## src/rtl/lcd_pkg.sv

```systemverilog
// Shared definitions for the HD44780 4-bit-bus drivers (lcd_init, lcd_byte_writer).
// State codes, bus bit positions, command bytes and default 50 MHz timing.
package lcd_pkg;

    typedef logic [2:0] lcd_state_t;

    localparam lcd_state_t IDLE     = 3'd0;
    localparam lcd_state_t HI_SETUP = 3'd1;
    localparam lcd_state_t HI_PULSE = 3'd2;
    localparam lcd_state_t HI_GAP   = 3'd3;
    localparam lcd_state_t LO_SETUP = 3'd4;
    localparam lcd_state_t LO_PULSE = 3'd5;
    localparam lcd_state_t WAIT     = 3'd6;
    localparam lcd_state_t DONE     = 3'd7;

    localparam int unsigned RS_BIT = 4;

    localparam logic [7:0] CMD_CLEAR = 8'h01;
    localparam logic [7:0] CMD_HOME  = 8'h02;

    localparam int unsigned DEF_SETUP_CYC      = 4;
    localparam int unsigned DEF_E_HIGH_CYC     = 25;
    localparam int unsigned DEF_NIBBLE_GAP_CYC = 50;
    localparam int unsigned DEF_SHORT_WAIT_CYC = 2500;
    localparam int unsigned DEF_LONG_WAIT_CYC  = 100000;

    // 0x03 is the undocumented alias of return-home and needs the same slow execution time.
    function automatic logic needs_long_wait(input logic rs, input logic nibble_only,
                                             input logic [7:0] data);
        return !rs && !nibble_only &&
               (data == CMD_CLEAR || data == CMD_HOME || data == 8'h03);
    endfunction

endpackage

```

## src/rtl/lcd_delay_timer.sv

```systemverilog
// Loadable down-counter with zero flag; holds at zero until reloaded.
// Shared by lcd_byte_writer (per-state timing) and lcd_init (power-up delays).
module lcd_delay_timer #(
    parameter int unsigned WIDTH = 17
) (
    input  logic             CLK,
    input  logic             RST_N,
    input  logic             load,
    input  logic [WIDTH-1:0] value,
    output logic             zero
);

    logic [WIDTH-1:0] count_q;

    always_ff @(posedge CLK) begin
        if (!RST_N) begin
            count_q <= '0;
        end else if (load) begin
            count_q <= value;
        end else if (count_q != '0) begin
            count_q <= count_q - WIDTH'(1);
        end
    end

    assign zero = (count_q == '0);

endmodule

```

## src/rtl/lcd_byte_writer.sv

```systemverilog
// HD44780 4-bit-bus byte transmitter: high nibble then low nibble (or high only),
// each with address setup and E pulse, followed by the command execution wait.
module lcd_byte_writer
    import lcd_pkg::*;
#(
    parameter int unsigned SETUP_CYC      = DEF_SETUP_CYC,
    parameter int unsigned E_HIGH_CYC     = DEF_E_HIGH_CYC,
    parameter int unsigned NIBBLE_GAP_CYC = DEF_NIBBLE_GAP_CYC,
    parameter int unsigned SHORT_WAIT_CYC = DEF_SHORT_WAIT_CYC,
    parameter int unsigned LONG_WAIT_CYC  = DEF_LONG_WAIT_CYC
) (
    input  logic       CLK,
    input  logic       RST_N,
    input  logic       start,
    input  logic [7:0] data,
    input  logic       rs,
    input  logic       nibble_only,
    output logic       busy,
    output logic       done,
    output logic [4:0] LCD_D,
    output logic       LCD_E
);

    localparam int unsigned MAX_A   = (SETUP_CYC > E_HIGH_CYC) ? SETUP_CYC : E_HIGH_CYC;
    localparam int unsigned MAX_B   = (NIBBLE_GAP_CYC > MAX_A) ? NIBBLE_GAP_CYC : MAX_A;
    localparam int unsigned MAX_C   = (SHORT_WAIT_CYC > MAX_B) ? SHORT_WAIT_CYC : MAX_B;
    localparam int unsigned MAX_CYC = (LONG_WAIT_CYC > MAX_C) ? LONG_WAIT_CYC : MAX_C;
    localparam int unsigned CW      = $clog2(MAX_CYC + 1);

    if (SETUP_CYC == 0 || E_HIGH_CYC == 0 || NIBBLE_GAP_CYC == 0 ||
        SHORT_WAIT_CYC == 0 || LONG_WAIT_CYC == 0) begin : g_bad_param
        $error("lcd_byte_writer: timing parameters must be non-zero");
    end

    lcd_state_t state_q, state_d;
    logic [7:0] data_q;
    logic       rs_q;
    logic       nib_q;
    logic [4:0] lcd_d_q, lcd_d_d;
    logic       lcd_e_q;

    logic          accept;
    logic          tmr_load;
    logic [CW-1:0] tmr_value;
    logic          tmr_zero;
    logic [CW-1:0] wait_m1;

    lcd_delay_timer #(
        .WIDTH(CW)
    ) u_timer (
        .CLK  (CLK),
        .RST_N(RST_N),
        .load (tmr_load),
        .value(tmr_value),
        .zero (tmr_zero)
    );

    assign busy   = (state_q != IDLE) && (state_q != DONE);
    assign done   = (state_q == DONE);
    assign accept = start && !busy;

    assign wait_m1 = needs_long_wait(rs_q, nib_q, data_q) ? CW'(LONG_WAIT_CYC - 1)
                                                           : CW'(SHORT_WAIT_CYC - 1);

    // Every timed state is entered with its length minus one loaded, and left on zero.
    always_comb begin
        state_d   = state_q;
        lcd_d_d   = lcd_d_q;
        tmr_load  = 1'b0;
        tmr_value = '0;
        case (state_q)
            IDLE, DONE: begin
                if (accept) begin
                    state_d   = HI_SETUP;
                    lcd_d_d   = {rs, data[7:4]};
                    tmr_load  = 1'b1;
                    tmr_value = CW'(SETUP_CYC - 1);
                end else begin
                    state_d = IDLE;
                end
            end
            HI_SETUP: begin
                if (tmr_zero) begin
                    state_d   = HI_PULSE;
                    tmr_load  = 1'b1;
                    tmr_value = CW'(E_HIGH_CYC - 1);
                end
            end
            HI_PULSE: begin
                if (tmr_zero) begin
                    tmr_load = 1'b1;
                    if (nib_q) begin
                        state_d   = WAIT;
                        tmr_value = wait_m1;
                    end else begin
                        state_d   = HI_GAP;
                        tmr_value = CW'(NIBBLE_GAP_CYC - 1);
                    end
                end
            end
            HI_GAP: begin
                if (tmr_zero) begin
                    state_d   = LO_SETUP;
                    lcd_d_d   = {rs_q, data_q[3:0]};
                    tmr_load  = 1'b1;
                    tmr_value = CW'(SETUP_CYC - 1);
                end
            end
            LO_SETUP: begin
                if (tmr_zero) begin
                    state_d   = LO_PULSE;
                    tmr_load  = 1'b1;
                    tmr_value = CW'(E_HIGH_CYC - 1);
                end
            end
            LO_PULSE: begin
                if (tmr_zero) begin
                    state_d   = WAIT;
                    tmr_load  = 1'b1;
                    tmr_value = wait_m1;
                end
            end
            WAIT: begin
                if (tmr_zero) begin
                    state_d = DONE;
                end
            end
            default: state_d = IDLE;
        endcase
    end

    always_ff @(posedge CLK) begin
        if (!RST_N) begin
            state_q <= IDLE;
            data_q  <= '0;
            rs_q    <= 1'b0;
            nib_q   <= 1'b0;
            lcd_d_q <= '0;
            lcd_e_q <= 1'b0;
        end else begin
            state_q <= state_d;
            lcd_d_q <= lcd_d_d;
            // E registered from the next state so the strobe is a clean flop output.
            lcd_e_q <= (state_d == HI_PULSE) || (state_d == LO_PULSE);
            if (accept) begin
                data_q <= data;
                rs_q   <= rs;
                nib_q  <= nibble_only;
            end
        end
    end

    assign LCD_D = lcd_d_q;
    assign LCD_E = lcd_e_q;

endmodule
```

## config.mk

```make
export PLATFORM = sky130hd
export DESIGN_NAME = lcd_byte_writer
export DESIGN_NICKNAME = d
export VERILOG_FILES = /design/src/rtl/lcd_pkg.sv /design/src/rtl/lcd_delay_timer.sv /design/src/rtl/lcd_byte_writer.sv
export SDC_FILE = /design/constraint.sdc
export NUM_CORES = 1
export LEC_CHECK = 0
export CORE_MARGIN = 1.5
export CORE_UTILIZATION = 41
export CTS_BUF_LIST = sky130_fd_sc_hd__clkbuf_16
export CTS_CLUSTER_DIAMETER = 50
export CTS_CLUSTER_SIZE = 40
export DETAILED_ROUTE_END_ITERATION = 8
export HOLD_SLACK_MARGIN = 0.02
export PLACE_DENSITY = 0.63
export REMOVE_ABC_BUFFERS = 1
export SLEW_MARGIN = 20
export SYNTH_ARGS = -nofsm -noshare
export SYNTH_HDL_FRONTEND = slang
export SYNTH_HIERARCHICAL = 1
export SYNTH_SLANG_ARGS = --single-unit
```

## constraint.sdc

```tcl
create_clock -name CLK -period 9 [get_ports CLK]
set_input_delay 1.35 -clock CLK [delete_from_list [all_inputs] [get_ports CLK]]
set_output_delay 1.35 -clock CLK [all_outputs]
set_load 0.02 [all_outputs]
```

==> metrics <==
Setup TNS Final 0 ns; latest clock arrival within the worst-skew pair 0.28 ns; global route overflow 0; post-layout net count 283; root buf cell sky130_fd_sc_hd__clkbuf_16; Avg Vias per Cell 5.32; io pins 21; setup repair after global routing missed its margin no; area enclosed by the die boundary 5260 sq um; Site Rows 25; starting utilization of the core area 0.422; total global-route track usage 0.179; max-slew violation total from the final report 0; antenna violations before repair 0; count of unresolved DRC violations after routing 0; post-detailed-route count of antenna-violating nets 0; routed wire length per instance 12.8 um; width of the chip 72.5 um; gate count after technology mapping 251; kind of end point of the critical path register; required arrival time at the worst endpoint 9.15 ns; flip-flop and latch count after synthesis 36; largest cells by area after synthesis sky130_fd_sc_hd__dfxtp_1 36%, sky130_fd_sc_hd__nand2_1 7.4%, sky130_fd_sc_hd__o21ai_0 6.3%; Worst setup SP type register; initial DRC count 88; share of async-settable or async-resettable flops after synthesis 0; final setup violation count 0; share of post-route cells with drive strength above 1 0.0741; Power Total 0.870 mW; I/O Buffers 20; Max clock buf depth 2; maximum level of the CTS H-tree 2; yosys synthesis warning count 6; Worst Hold Class register to register; height of the chip 72.5 um; CP max stage delay 0.67 ns; via count 1,724; number of synthesized flops with an enable pin 0; worst-margin pin slew 0.866 ns; Leak 0.910 nW; path type of the worst setup path register to register; critical path peak fanout 17; Area growth, synth to finish 18.8%; cell area power density 370 nW/um^2; share of the yosys chip area belonging to registers 0.364; Clock Pin Slew Worst Setup and Hold Paths 0.06 ns; number of unique standard cell types used by synthesis 51; number of setup buffers added after CTS 0; CTS sink cnt 36; most common cell in the netlist sky130_fd_sc_hd__nand2_1; CP Cell Sequence inv_1, ha_1, or4b_4, nor4b_4, nand2_1, inv_1, a211oi_1, a31oi_1, nor2b_1, nand2_1, o21ai_0; worst setup skew after layout 0.00658 ns; ys flop type sky130_fd_sc_hd__dfxtp_1; area of the mapped netlist 1980 sq um; Worst path slowest cell sky130_fd_sc_hd__a31oi_1; maximum capacitance violations 0; largest area contributor in the synthesized netlist sky130_fd_sc_hd__dfxtp_1; number of buffers inserted by hold repair at cts 0; per-instance average area after synthesis 7.90 sq um; largest net degree at the start of global routing 40; Final Hold Viols 0; number of buffers created by CTS 5; maximum clock frequency 274 MHz; share of the synthesized area in the top cell type 0.364; Max-slew headroom 0.420; Final period util 0.406; result of the run completed; CORE AREA 4690 sq um; arrival time at the worst endpoint 3.80 ns; total routed wirelength 4140 um; post-cts sizing count 0; number of global-route vias before repair 1,556; Antenna Diode Count 0; first-pass GRT wire length 7400 um; crit path time final 3.65 ns; TritonCTS clock tree done; Final HPWL DP 2980 um; last weighted congestion value of the routability-driven placer 0.810; most frequent cells after synthesis 39 x sky130_fd_sc_hd__nand2_1, 36 x sky130_fd_sc_hd__dfxtp_1, 25 x sky130_fd_sc_hd__o21ai_0, 13 x sky130_fd_sc_hd__nand3_1, 13 x sky130_fd_sc_hd__nor2_1; maximum vdd ir drop 0.139 mV; count of TritonRoute iterations in the first routing pass 4
[layout make-up]
cell class	instances	area, sq um
clock buffer	5	125
clock inverter	3	23.8
fill	485	2340
inverter	7	26.3
multi-input combinational	197	1180
sequential	36	721
tap	54	67.6
timing repair buffer	22	215
[per-layer routing]
layer	up-vias	GRT usage	wire length, um
met5	-	0	0
met4	0	0.0566	45
met3	5	0.0458	147
met2	22	0.276	1840
met1	780	0.244	2110
li1	917	-	-
[power breakdown]
group / leakage (nW) / total (mW) / switching, mW / internal (mW)
sequential: 0.296 / 0.264 / 0.0537 / 0.211
combinational: 0.548 / 0.436 / 0.240 / 0.196
clock: 0.0660 / 0.170 / 0.0676 / 0.103
total: 0.910 / 0.870 / 0.361 / 0.509
[state kept, by name, indices dropped and copies added, names as in the netlist]
| name | cells |
|---|---|
| u_timer/count_q | 17 |
| data_q | 8 |
| LCD_D | 5 |
| state_q | 3 |
| LCD_E | 1 |
| nib_q | 1 |
| rs_q | 1 |
[kinds of logic (layout without fill, tap and decap cells)]
kind of cell | after synthesis | after routing | synth area share
xor+xnor | 12 | 12 | 0.0530
other cells | 1 | 4 | 0.00189
compound gates | 65 | 65 | 0.205
simple gates | 107 | 107 | 0.281
flops | 36 | 36 | 0.364
mux | 8 | 8 | 0.0410
buf+inv | 21 | 37 | 0.0486
fa+ha+maj | 1 | 1 | 0.00631
[metrics by stage]
stage	hold slack [ns]	utilization	std cells	cell area [sq um]	worst slack [ns]
after floorplan	0.444	-	240	1920	5.91
after global placement	0.459	0.470	316	2210	5.39
after detailed placement	0.468	0.470	316	2210	5.30
after CTS	0.476	0.502	324	2350	5.32
after global routing	0.495	0.502	324	2350	4.91
final	0.471	0.502	324	2350	5.35
[worst max-delay path, delay by kind of cell (launching register included)]
kind	cells	cell delay, ns
simple gates	5	1.57
compound gates	3	0.95
buf+inv	2	0.46
flops	1	0.34
fa+ha+maj	1	0.19
[final timing paths]
kind	from	to	slack [ns]	cells after the start
setup / recovery	u_timer/count_q[0]$_SDFFE_PN0P_	u_timer/count_q[6]$_SDFFE_PN0P_	5.35	11
hold / removal	data_q[6]$_SDFFE_PN0P_	data_q[6]$_SDFFE_PN0P_	0.47	2
setup reg to reg	u_timer/count_q[0]$_SDFFE_PN0P_	u_timer/count_q[6]$_SDFFE_PN0P_	5.35	11
hold reg to reg	data_q[6]$_SDFFE_PN0P_	data_q[6]$_SDFFE_PN0P_	0.47	2
[layout by cell type (no fill, tap or decap), types with 4 or more instances in the layout]
cell type | Yosys | final
sky130_fd_sc_hd__nand2_1 | 39 | 39
sky130_fd_sc_hd__dfxtp_1 | 36 | 36
sky130_fd_sc_hd__o21ai_0 | 25 | 25
sky130_fd_sc_hd__clkdlybuf4s50_1 | 0 | 20
sky130_fd_sc_hd__nor2_1 | 13 | 13
sky130_fd_sc_hd__nand3_1 | 13 | 13
sky130_fd_sc_hd__a21oi_1 | 11 | 11
sky130_fd_sc_hd__xnor2_1 | 9 | 9
sky130_fd_sc_hd__inv_1 | 7 | 7
sky130_fd_sc_hd__mux2i_1 | 7 | 7
sky130_fd_sc_hd__nor3_1 | 6 | 6
sky130_fd_sc_hd__nor4_1 | 6 | 6
sky130_fd_sc_hd__o21ai_1 | 6 | 6
sky130_fd_sc_hd__nand2b_1 | 5 | 5
sky130_fd_sc_hd__and2_1 | 5 | 5
sky130_fd_sc_hd__clkbuf_16 | 0 | 5
sky130_fd_sc_hd__conb_1 | 1 | 4
Power figures use the tool's default switching activity.
